==> config.mk <==
export PLATFORM = sky130hd
export DESIGN_NAME = dmem_arbiter
export DESIGN_NICKNAME = d
export VERILOG_FILES = /design/src/rtl/dmem_pkg.sv /design/src/rtl/rr_arb2.sv /design/src/rtl/dmem_arbiter.sv
export SDC_FILE = /design/constraint.sdc
export NUM_CORES = 1
export LEC_CHECK = 0
export ABC_AREA = 0
export CAP_MARGIN = 5
export CORE_MARGIN = 2
export CORE_UTILIZATION = 25
export DETAILED_ROUTE_END_ITERATION = 16
export PLACE_DENSITY = 0.51
export SLEW_MARGIN = 15
export SYNTH_ARGS = -nofsm -noshare
export SYNTH_HDL_FRONTEND = slang
export SYNTH_SLANG_ARGS = --single-unit
==> constraint.sdc <==
create_clock -name clk -period 3.51 [get_ports clk]
set_input_delay 1.053 -clock clk [delete_from_list [all_inputs] [get_ports clk]]
set_output_delay 1.053 -clock clk [all_outputs]
set_load 0.01 [all_outputs]
==> src/rtl/dmem_pkg.sv <==
// rtl/dmem_pkg.sv - shared state encoding and watchdog sizing for dmem_arbiter
package dmem_pkg;

  typedef enum logic [1:0] {
    IDLE  = 2'd0,
    ISSUE = 2'd1,
    WAIT  = 2'd2,
    RESP  = 2'd3
  } state_e;

  localparam int unsigned TIMEOUT_DEFAULT = 1023;

  // Wide enough to hold the TIMEOUT value itself, since the limit is compared against count+1.
  function automatic int unsigned cnt_width(input int unsigned timeout);
    return $clog2(timeout + 1);
  endfunction

endpackage

==> src/rtl/rr_arb2.sv <==
// rtl/rr_arb2.sv - two-requester round-robin picker with a last-grant register
module rr_arb2 (
  input  logic       clk,
  input  logic       reset_n,
  input  logic [1:0] req_i,
  input  logic       update_i,
  output logic       gnt_o
);

  logic last_grant_q;

  // A lone requester always wins; on a tie the lane not granted last time wins.
  always_comb begin
    gnt_o = req_i[1];
    if (req_i == 2'b11) gnt_o = ~last_grant_q;
  end

  always_ff @(posedge clk or negedge reset_n) begin
    if (!reset_n) begin
      last_grant_q <= 1'b1;
    end else if (update_i) begin
      last_grant_q <= gnt_o;
    end
  end

endmodule

==> src/rtl/dmem_arbiter.sv <==
// rtl/dmem_arbiter.sv - shares one variable-latency data memory between two load/store lanes
module dmem_arbiter
  import dmem_pkg::*;
#(
  parameter int unsigned ADDR_W  = 32,
  parameter int unsigned DATA_W  = 32,
  parameter int unsigned TIMEOUT = TIMEOUT_DEFAULT
) (
  input  logic              clk,
  input  logic              reset_n,
  input  logic              req0,
  input  logic              req1,
  input  logic              we0,
  input  logic              we1,
  input  logic [ADDR_W-1:0] addr0,
  input  logic [ADDR_W-1:0] addr1,
  input  logic [DATA_W-1:0] wdata0,
  input  logic [DATA_W-1:0] wdata1,
  output logic              done0,
  output logic              done1,
  output logic [DATA_W-1:0] rdata0,
  output logic [DATA_W-1:0] rdata1,
  output logic              err0,
  output logic              err1,
  output logic              busy,
  output logic              mem_rd_en,
  output logic              mem_wr_en,
  output logic [ADDR_W-1:0] mem_addr,
  output logic [DATA_W-1:0] mem_wdata,
  input  logic              mem_ready,
  input  logic [DATA_W-1:0] mem_rdata
);

  localparam int unsigned CNT_W = cnt_width(TIMEOUT);

  state_e            state_q;
  logic              lane_q;
  logic              we_q;
  logic [ADDR_W-1:0] mem_addr_q;
  logic [DATA_W-1:0] mem_wdata_q;
  logic [CNT_W-1:0]  cnt_q;
  logic [CNT_W-1:0]  cnt_d;
  logic              done0_q, done1_q, err0_q, err1_q;
  logic [DATA_W-1:0] rdata0_q, rdata1_q;
  logic              busy_q, mem_rd_en_q, mem_wr_en_q;

  logic              gnt;
  logic              grant_en;
  logic              sel_we;
  logic [ADDR_W-1:0] sel_addr;
  logic [DATA_W-1:0] sel_wdata;
  logic [DATA_W-1:0] rsp_data;
  logic              limit_hit;

  assign grant_en  = (state_q == IDLE) && (req0 || req1);
  assign sel_we    = gnt ? we1 : we0;
  assign sel_addr  = gnt ? addr1 : addr0;
  assign sel_wdata = gnt ? wdata1 : wdata0;
  assign cnt_d     = cnt_q + CNT_W'(1);
  assign limit_hit = (cnt_d == CNT_W'(TIMEOUT));
  // Writes and timeouts return zero data; mem_ready takes priority over the limit.
  assign rsp_data  = (mem_ready && !we_q) ? mem_rdata : '0;

  rr_arb2 u_arb (
    .clk      (clk),
    .reset_n  (reset_n),
    .req_i    ({req1, req0}),
    .update_i (grant_en),
    .gnt_o    (gnt)
  );

  always_ff @(posedge clk or negedge reset_n) begin
    if (!reset_n) begin
      state_q     <= IDLE;
      lane_q      <= 1'b0;
      we_q        <= 1'b0;
      mem_addr_q  <= '0;
      mem_wdata_q <= '0;
      cnt_q       <= '0;
      done0_q     <= 1'b0;
      done1_q     <= 1'b0;
      err0_q      <= 1'b0;
      err1_q      <= 1'b0;
      rdata0_q    <= '0;
      rdata1_q    <= '0;
      busy_q      <= 1'b0;
      mem_rd_en_q <= 1'b0;
      mem_wr_en_q <= 1'b0;
    end else begin
      done0_q     <= 1'b0;
      done1_q     <= 1'b0;
      err0_q      <= 1'b0;
      err1_q      <= 1'b0;
      rdata0_q    <= '0;
      rdata1_q    <= '0;
      mem_rd_en_q <= 1'b0;
      mem_wr_en_q <= 1'b0;
      case (state_q)
        IDLE: begin
          if (grant_en) begin
            lane_q      <= gnt;
            we_q        <= sel_we;
            mem_addr_q  <= sel_addr;
            mem_wdata_q <= sel_wdata;
            mem_rd_en_q <= ~sel_we;
            mem_wr_en_q <= sel_we;
            busy_q      <= 1'b1;
            state_q     <= ISSUE;
          end
        end
        ISSUE: begin
          cnt_q   <= '0;
          state_q <= WAIT;
        end
        WAIT: begin
          cnt_q <= cnt_d;
          if (mem_ready || limit_hit) begin
            state_q <= RESP;
            if (lane_q) begin
              done1_q  <= 1'b1;
              err1_q   <= ~mem_ready;
              rdata1_q <= rsp_data;
            end else begin
              done0_q  <= 1'b1;
              err0_q   <= ~mem_ready;
              rdata0_q <= rsp_data;
            end
          end
        end
        RESP: begin
          busy_q  <= 1'b0;
          state_q <= IDLE;
        end
        default: state_q <= IDLE;
      endcase
    end
  end

  assign done0     = done0_q;
  assign done1     = done1_q;
  assign err0      = err0_q;
  assign err1      = err1_q;
  assign rdata0    = rdata0_q;
  assign rdata1    = rdata1_q;
  assign busy      = busy_q;
  assign mem_rd_en = mem_rd_en_q;
  assign mem_wr_en = mem_wr_en_q;
  assign mem_addr  = mem_addr_q;
  assign mem_wdata = mem_wdata_q;

endmodule

==> results of run 1 <==
path summary, 6_finish.rpt:
check                                 to  slack (ns)  cells past startpoint
min                          mem_addr[2]        0.48                      2
max in group asynchronous    mem_addr[1]        2.12                      2
min reg2reg                  mem_addr[2]        0.48                      2
max                                 busy        1.04                      1
min in group asynchronous  mem_wdata[10]        0.64                      1
max reg2reg                   rdata1[30]        1.39                      7
synthesized netlist by cell type (all sizes together), types with 2 or more instances:
master and number:
inv 8, o2bb2ai 3, and3 62, nor3 6, a22o 2, ha 5, mux2i 68, a21oi 3
buf 10, dfrtp 149, o21ai 72, nand2b 2, o31ai 2, nand3 9, nor2 10, o22ai 2
clkbuf 27, nand4 2, xor2 3, nand2 73, a31oi 2
metal layers:
layer	global-route usage, %	vias to the layer above	wire (um)
li1	-	2462	-
met1	17.5	2288	7850
met2	24.0	190	8970
met3	4.75	28	1360
met4	5.16	0	385
met5	0	-	0
power groups by stage:
| stage | combinational (mW) | clock (mW) | sequential [mW] |
|---|---|---|---|
| final | 2.52 | 1.87 | 2.43 |
| after global routing | 2.78 | 2.02 | 2.49 |
| after CTS | 2.57 | 1.94 | 2.43 |
| after detailed placement | 2.57 | 0 | 2.45 |
| after global placement | 2.57 | 0 | 2.45 |
| after floorplan | 0.925 | 0 | 2.64 |
state kept, by name, indices dropped and copies added (netlist names), 2 cells and up:
| name | flops |
|---|---|
| cnt_q | 10 |
| mem_addr | 32 |
| mem_wdata | 32 |
| rdata0 | 32 |
| rdata1 | 32 |
| state_q | 2 |
kinds of logic (layout without fill, tap and decap cells):
logic type | Yosys count | in the layout | synth area share, %
compound gates | 94 | 94 | 8.92
xor+xnor | 4 | 4 | 0.572
simple gates | 170 | 170 | 14.1
buf+inv | 46 | 351 | 3.04
fa+ha+maj | 5 | 5 | 1.02
flops | 150 | 150 | 61.3
mux | 68 | 68 | 11.1
stage by stage:
stage | instance area [um2] | cells
CTS | 10200 | 1166
global route | 10200 | 1166
finish | 10200 | 1166
floorplan | 6130 | 537
global placement | 9540 | 1134
detailed placement | 9540 | 1134
area by class of cell:
cell class                      count  area [um2]  share of cell area (%)
Tap cell                          324         405                    3.99
Clock inverter                     15         186                    1.84
Sequential cell                   150        3750                    37.0
Timing Repair Buffer              310        3130                    30.8
Clock buffer                       17         425                    4.19
Inverter                            9        33.8                   0.333
Multi-Input combinational cell    341        2220                    21.8
==> results.json, run 1 <==
{
  "peakVddDrop_mv": 0.329,
  "cts_buffers": 17,
  "antenna_left": 0,
  "fin_worst_skew_ns": 0.0125,
  "fin_crit_sh_pct": 70.4,
  "first_global_vias": 5078,
  "grt_pass1_wl_um": 28900,
  "slowest_stage": "clkdlybuf4s50_1",
  "cts_resized": 0,
  "yosysTopAreaCell": "dfrtp_1",
  "post_cts_buffers": 0,
  "worstSetupPathType": "reg2out",
  "syn_avg_cell_area_um2": 11.4,
  "max_cap_viol_count": 0,
  "grt_max_degree": 130,
  "clkTransAtPathRegs_ns": 0.07,
  "avgRoutedWirePerCell_um": 15.9,
  "vias": 4968,
  "cts_root_buf": "clkbuf_16",
  "cp_data_arrival_time_ns": 1.42,
  "dieArea_mm2": 0.0258,
  "finalPower_mw": 6.82,
  "p_sw_share_pct": 34.5,
  "portBuffers": 301,
  "cts_max_level": 4,
  "via_per_inst": 4.26,
  "cts_tree": "done",
  "internal_power_mw": 4.46,
  "grt_use_total_pct": 14.4,
  "worst_pin_slew_ns": 1.05,
  "fin_crit_ns": 2.47,
  "post-route-util_pct": 42.0,
  "antenna_found_initial": 0,
  "synth_enable_flop_cells": 0,
  "rows": 57,
  "hold_buffers": 0,
  "pwr-share-seq_pct": 35.6,
  "end_kind": "primary output",
  "synth_area_leaders": "dfrtp_1, mux2i_1, and3_1",
  "cts_num_sinks": 150,
  "clk_latency_ns": 0.43,
  "slowest_delay_ns": 0.61,
  "yosys_warnings": 0,
  "critical_path.startpoint": "busy",
  "hp-start": "mem_addr[2]",
  "hold_viol": 0,
  "synth_seq_cells": 150,
  "postSynthCellCount": 537,
  "power_density_mw_per_mm2": 671,
  "fin_setup_tns_ns": 0,
  "diodes": 0,
  "dpl.hpwl_um": 13200,
  "synth_top_cell_area_share_pct": 60.8,
  "rr_startpoint": "state_q[0]",
  "route.detailed.drc": 0,
  "rsz0062_at_grt": "no",
  "drive_gt1_share_pct": 6.06,
  "synthArstFlopShare_pct": 100,
  "hold_ws_ns": 0.477,
  "final-setup-viol-count": 0,
  "io_pins": 302,
  "min_path_type": "reg2reg",
  "maxSlewViolCount": 0,
  "critical-path-top-delay-family": "buffers and inverters",
  "p_leak_nw": 4.59,
  "syn_area_mm2": 0.00613,
  "fillers": 2291,
  "start_util_pct": 25.4,
  "yosysSeqAreaShare_pct": 61.3,
  "syn_nets": 709,
  "synthDistinctLibCells": 41,
  "ys.flop_type": "dfrtp_1",
  "core-area_mm2": 0.0242,
  "drt_pre_antenna_iters": 4,
  "cp_max_fo": 3,
  "startpoint_type": "flop",
  "max-slew-margin-rel_pct": 30.1,
  "comb_power_share_pct": 36.9,
  "required_ns": 2.46,
  "chipHeight_um": 161,
  "layout.nets": 1001,
  "postRouteWirelength_um": 18600,
  "critical_path_buf_inv_count": 1,
  "syn2layout_area_growth_pct": 65.7,
  "crit_chain": "clkdlybuf4s50_1",
  "max_freq_ghz": 0.405,
  "layout_common_cells": "clkdlybuf4s50_1, dfrtp_1, nand2_1",
  "p_sw_mw": 2.35,
  "place_congestion": 0.791,
  "preCtsSetupSlack_ns": 0.656,
  "die_w_um": 161,
  "final_critical_path_setup_slack_ns": 1.04,
  "drt_iter0_markers": 174,
  "outcome": "completed",
  "clock_power_share_pct": 27.5,
  "ctsLongestPathBuffers": 2,
  "mostFrequentLayoutCell": "clkdlybuf4s50_1",
  "grt_overflow": 0
}
(Power assumes the default switching activity.)
==> inputs of run 2 (changes only) <==
--- a/config.mk
+++ b/config.mk
@@ -10,7 +10,7 @@
 export CORE_MARGIN = 2
 export CORE_UTILIZATION = 25
 export DETAILED_ROUTE_END_ITERATION = 16
-export PLACE_DENSITY = 0.51
+export PLACE_DENSITY = 0.53
 export SLEW_MARGIN = 15
 export SYNTH_ARGS = -nofsm -noshare
 export SYNTH_HDL_FRONTEND = slang
==> constraint.sdc (replaced) <==
create_clock -name clk -period 2 [get_ports clk]
set_input_delay 0.6 -clock clk [delete_from_list [all_inputs] [get_ports clk]]
set_output_delay 0.6 -clock clk [all_outputs]
set_load 0.01 [all_outputs]
==> run 2 against run 1 <==
Compared with the run above: via count is 3.3% higher; final area is 5.1% higher; critical path depth stayed put; non-clock buffer count is 38 higher; power is 85% higher; critical endpoint is now mem_addr[5]; sequential share of layout area is 1.8 points lower; clock skew is 0.0045 ns lower; worst hold slack worse by 0.38 ns; clock-buffer cell count stayed put; core utilization is 2.1 points higher.
==> results.json, run 2 (synthesis results as in run 1) <==
{
  "crit_chain": "clkdlybuf4s50_1",
  "io_pins": 302,
  "avgRoutedWirePerCell_um": 15.7,
  "place_congestion": 0.754,
  "chipHeight_um": 161,
  "ctsLongestPathBuffers": 2,
  "clk_latency_ns": 0.41,
  "via_per_inst": 4.26,
  "cts_tree": "done",
  "worstSetupPathType": "reg2out",
  "layout.nets": 1039,
  "drt_pre_antenna_iters": 5,
  "start_util_pct": 25.4,
  "mostFrequentLayoutCell": "clkdlybuf4s50_1",
  "worst_pin_slew_ns": 0.426,
  "max_freq_ghz": 0.515,
  "slowest_delay_ns": 0.59,
  "maxSlewViolCount": 0,
  "cp_max_fo": 2,
  "grt_use_total_pct": 14.8,
  "path_depth": 1,
  "outcome": "completed",
  "hold_viol": 0,
  "preCtsSetupSlack_ns": -0.129,
  "fin_crit_sh_pct": 97.1,
  "drt_iter0_markers": 193,
  "layout_common_cells": "clkdlybuf4s50_1, dfrtp_1, nand2_1",
  "internal_power_mw": 8.49,
  "p_sw_mw": 4.15,
  "first_global_vias": 5288,
  "critical_path_buf_inv_count": 1,
  "fin_worst_skew_ns": 0.00805,
  "min_path_type": "in2async",
  "finalPower_mw": 12.6,
  "vias": 5134,
  "clock_power_share_pct": 28.3,
  "critical-path-top-delay-family": "buffers and inverters",
  "required_ns": 1.40,
  "comb_power_share_pct": 37.9,
  "peakVddDrop_mv": 0.535,
  "drive_gt1_share_pct": 11.0,
  "die_w_um": 161,
  "cts_num_sinks": 150,
  "startpoint_type": "flop",
  "fin_crit_ns": 1.94,
  "antenna_found_initial": 0,
  "hold_buffers": 0,
  "cts_root_buf": "clkbuf_16",
  "p_leak_nw": 4.96,
  "pwr-share-seq_pct": 33.7,
  "final-setup-viol-count": 0,
  "power_density_mw_per_mm2": 1180,
  "cp_data_arrival_time_ns": 1.34,
  "cts_buffers": 17,
  "max-slew-margin-rel_pct": 71.3,
  "ff2ff_path_depth": 5,
  "core-area_mm2": 0.0242,
  "dieArea_mm2": 0.0258,
  "portBuffers": 301,
  "postRouteWirelength_um": 18900,
  "grt_overflow": 0,
  "end_kind": "primary output",
  "max_cap_viol_count": 0,
  "grt_pass1_wl_um": 29700,
  "slowest_stage": "clkdlybuf4s50_1",
  "rows": 57,
  "diodes": 0,
  "grt_max_degree": 65,
  "route.detailed.drc": 0,
  "syn2layout_area_growth_pct": 74.1,
  "dpl.hpwl_um": 14000,
  "p_sw_share_pct": 32.8,
  "cts_max_level": 4,
  "final_critical_path_setup_slack_ns": 0.0587,
  "clkTransAtPathRegs_ns": 0.07,
  "antenna_left": 0
}
-- run 2: changes by cell type in the layout (fill, tap and decap cells not counted), moves of 2 or more --
cell             before  now
buf_12                4   13
buf_4                 5   34
bufinv_16             1    4
clkdlybuf4s50_1     300  291
clkinv_4              0    2
clkinvlp_4            3    1
dfrtp_1             149  147
dfrtp_2               0    2
dlymetal6s2s_1        0    8
inv_6                 2    4
inv_8                 6    2
nor3_1                6    3
nor3_2                0    3
-- run 2: path summary, 6_finish.rpt --
path                            slack, ns          from                  to
min in group clk                     0.47  mem_wdata[5]        mem_wdata[5]
worst max-delay path                 0.06   mem_addr[5]         mem_addr[5]
max in group asynchronous            1.31       reset_n  u_arb.last_grant_q
worst min register to register       0.47  mem_wdata[5]        mem_wdata[5]
worst min-delay path                  0.1       reset_n          rdata0[20]
worst max register to register       0.08      cnt_q[1]          state_q[1]
-- run 2: layout make-up --
type                    instances  area (um2)
fillers                      2286       13500
well taps                     324         405
inverters                       9        33.8
flip-flops and latches        150        3760
multi-input cells             341        2270
clock buffers                  17         425
clock inverters                15         235
repair buffers                348        3550
-- run 2: power by group through the flow --
| stage | combinational [mW] | clock [mW] | sequential, mW |
|---|---|---|---|
| after floorplan | 1.62 | 0 | 4.63 |
| after global placement | 4.88 | 0 | 4.31 |
| after detailed placement | 4.87 | 0 | 4.32 |
| after CTS | 4.88 | 3.70 | 4.28 |
| after global routing | 5.26 | 3.83 | 4.38 |
| final | 4.79 | 3.58 | 4.26 |
-- run 2: what timing repair did --
| item | 4_1_cts | 5_1_grt |
|---|---|---|
| resized for setup | 2 | 17 |
| buffers inserted | 0 | 2 |
| endpoints found under the setup margin | 3 | 13 |
| pin swaps | 0 | 3 |
-- run 2: per-stage QoR --
stage / hold slack (ns) / area [um2] / utilization, % / std cells / setup TNS (ns)
global route: 0.0974 / 10700 / 44.1 / 1204 / -0.00209
global placement: 0.462 / 9930 / 41.1 / 1170 / -2.94
detailed placement: 0.470 / 9930 / 41.1 / 1170 / -4.18
finish: 0.0984 / 10700 / 44.1 / 1204 / 0
floorplan: 0.304 / 6130 / - / 537 / 0
CTS: 0.0935 / 10600 / 43.8 / 1202 / 0
-- run 2: metal layers --
| metal | up-vias | global-route usage [%] | part of all wire (%) |
|---|---|---|---|
| li1 | 2530 | - | - |
| met1 | 2429 | 18.2 | 42 |
| met2 | 164 | 25.5 | 50 |
| met3 | 11 | 4.16 | 6.2 |
| met4 | 0 | 4.05 | 1.0 |
| met5 | - | 0 | 0 |
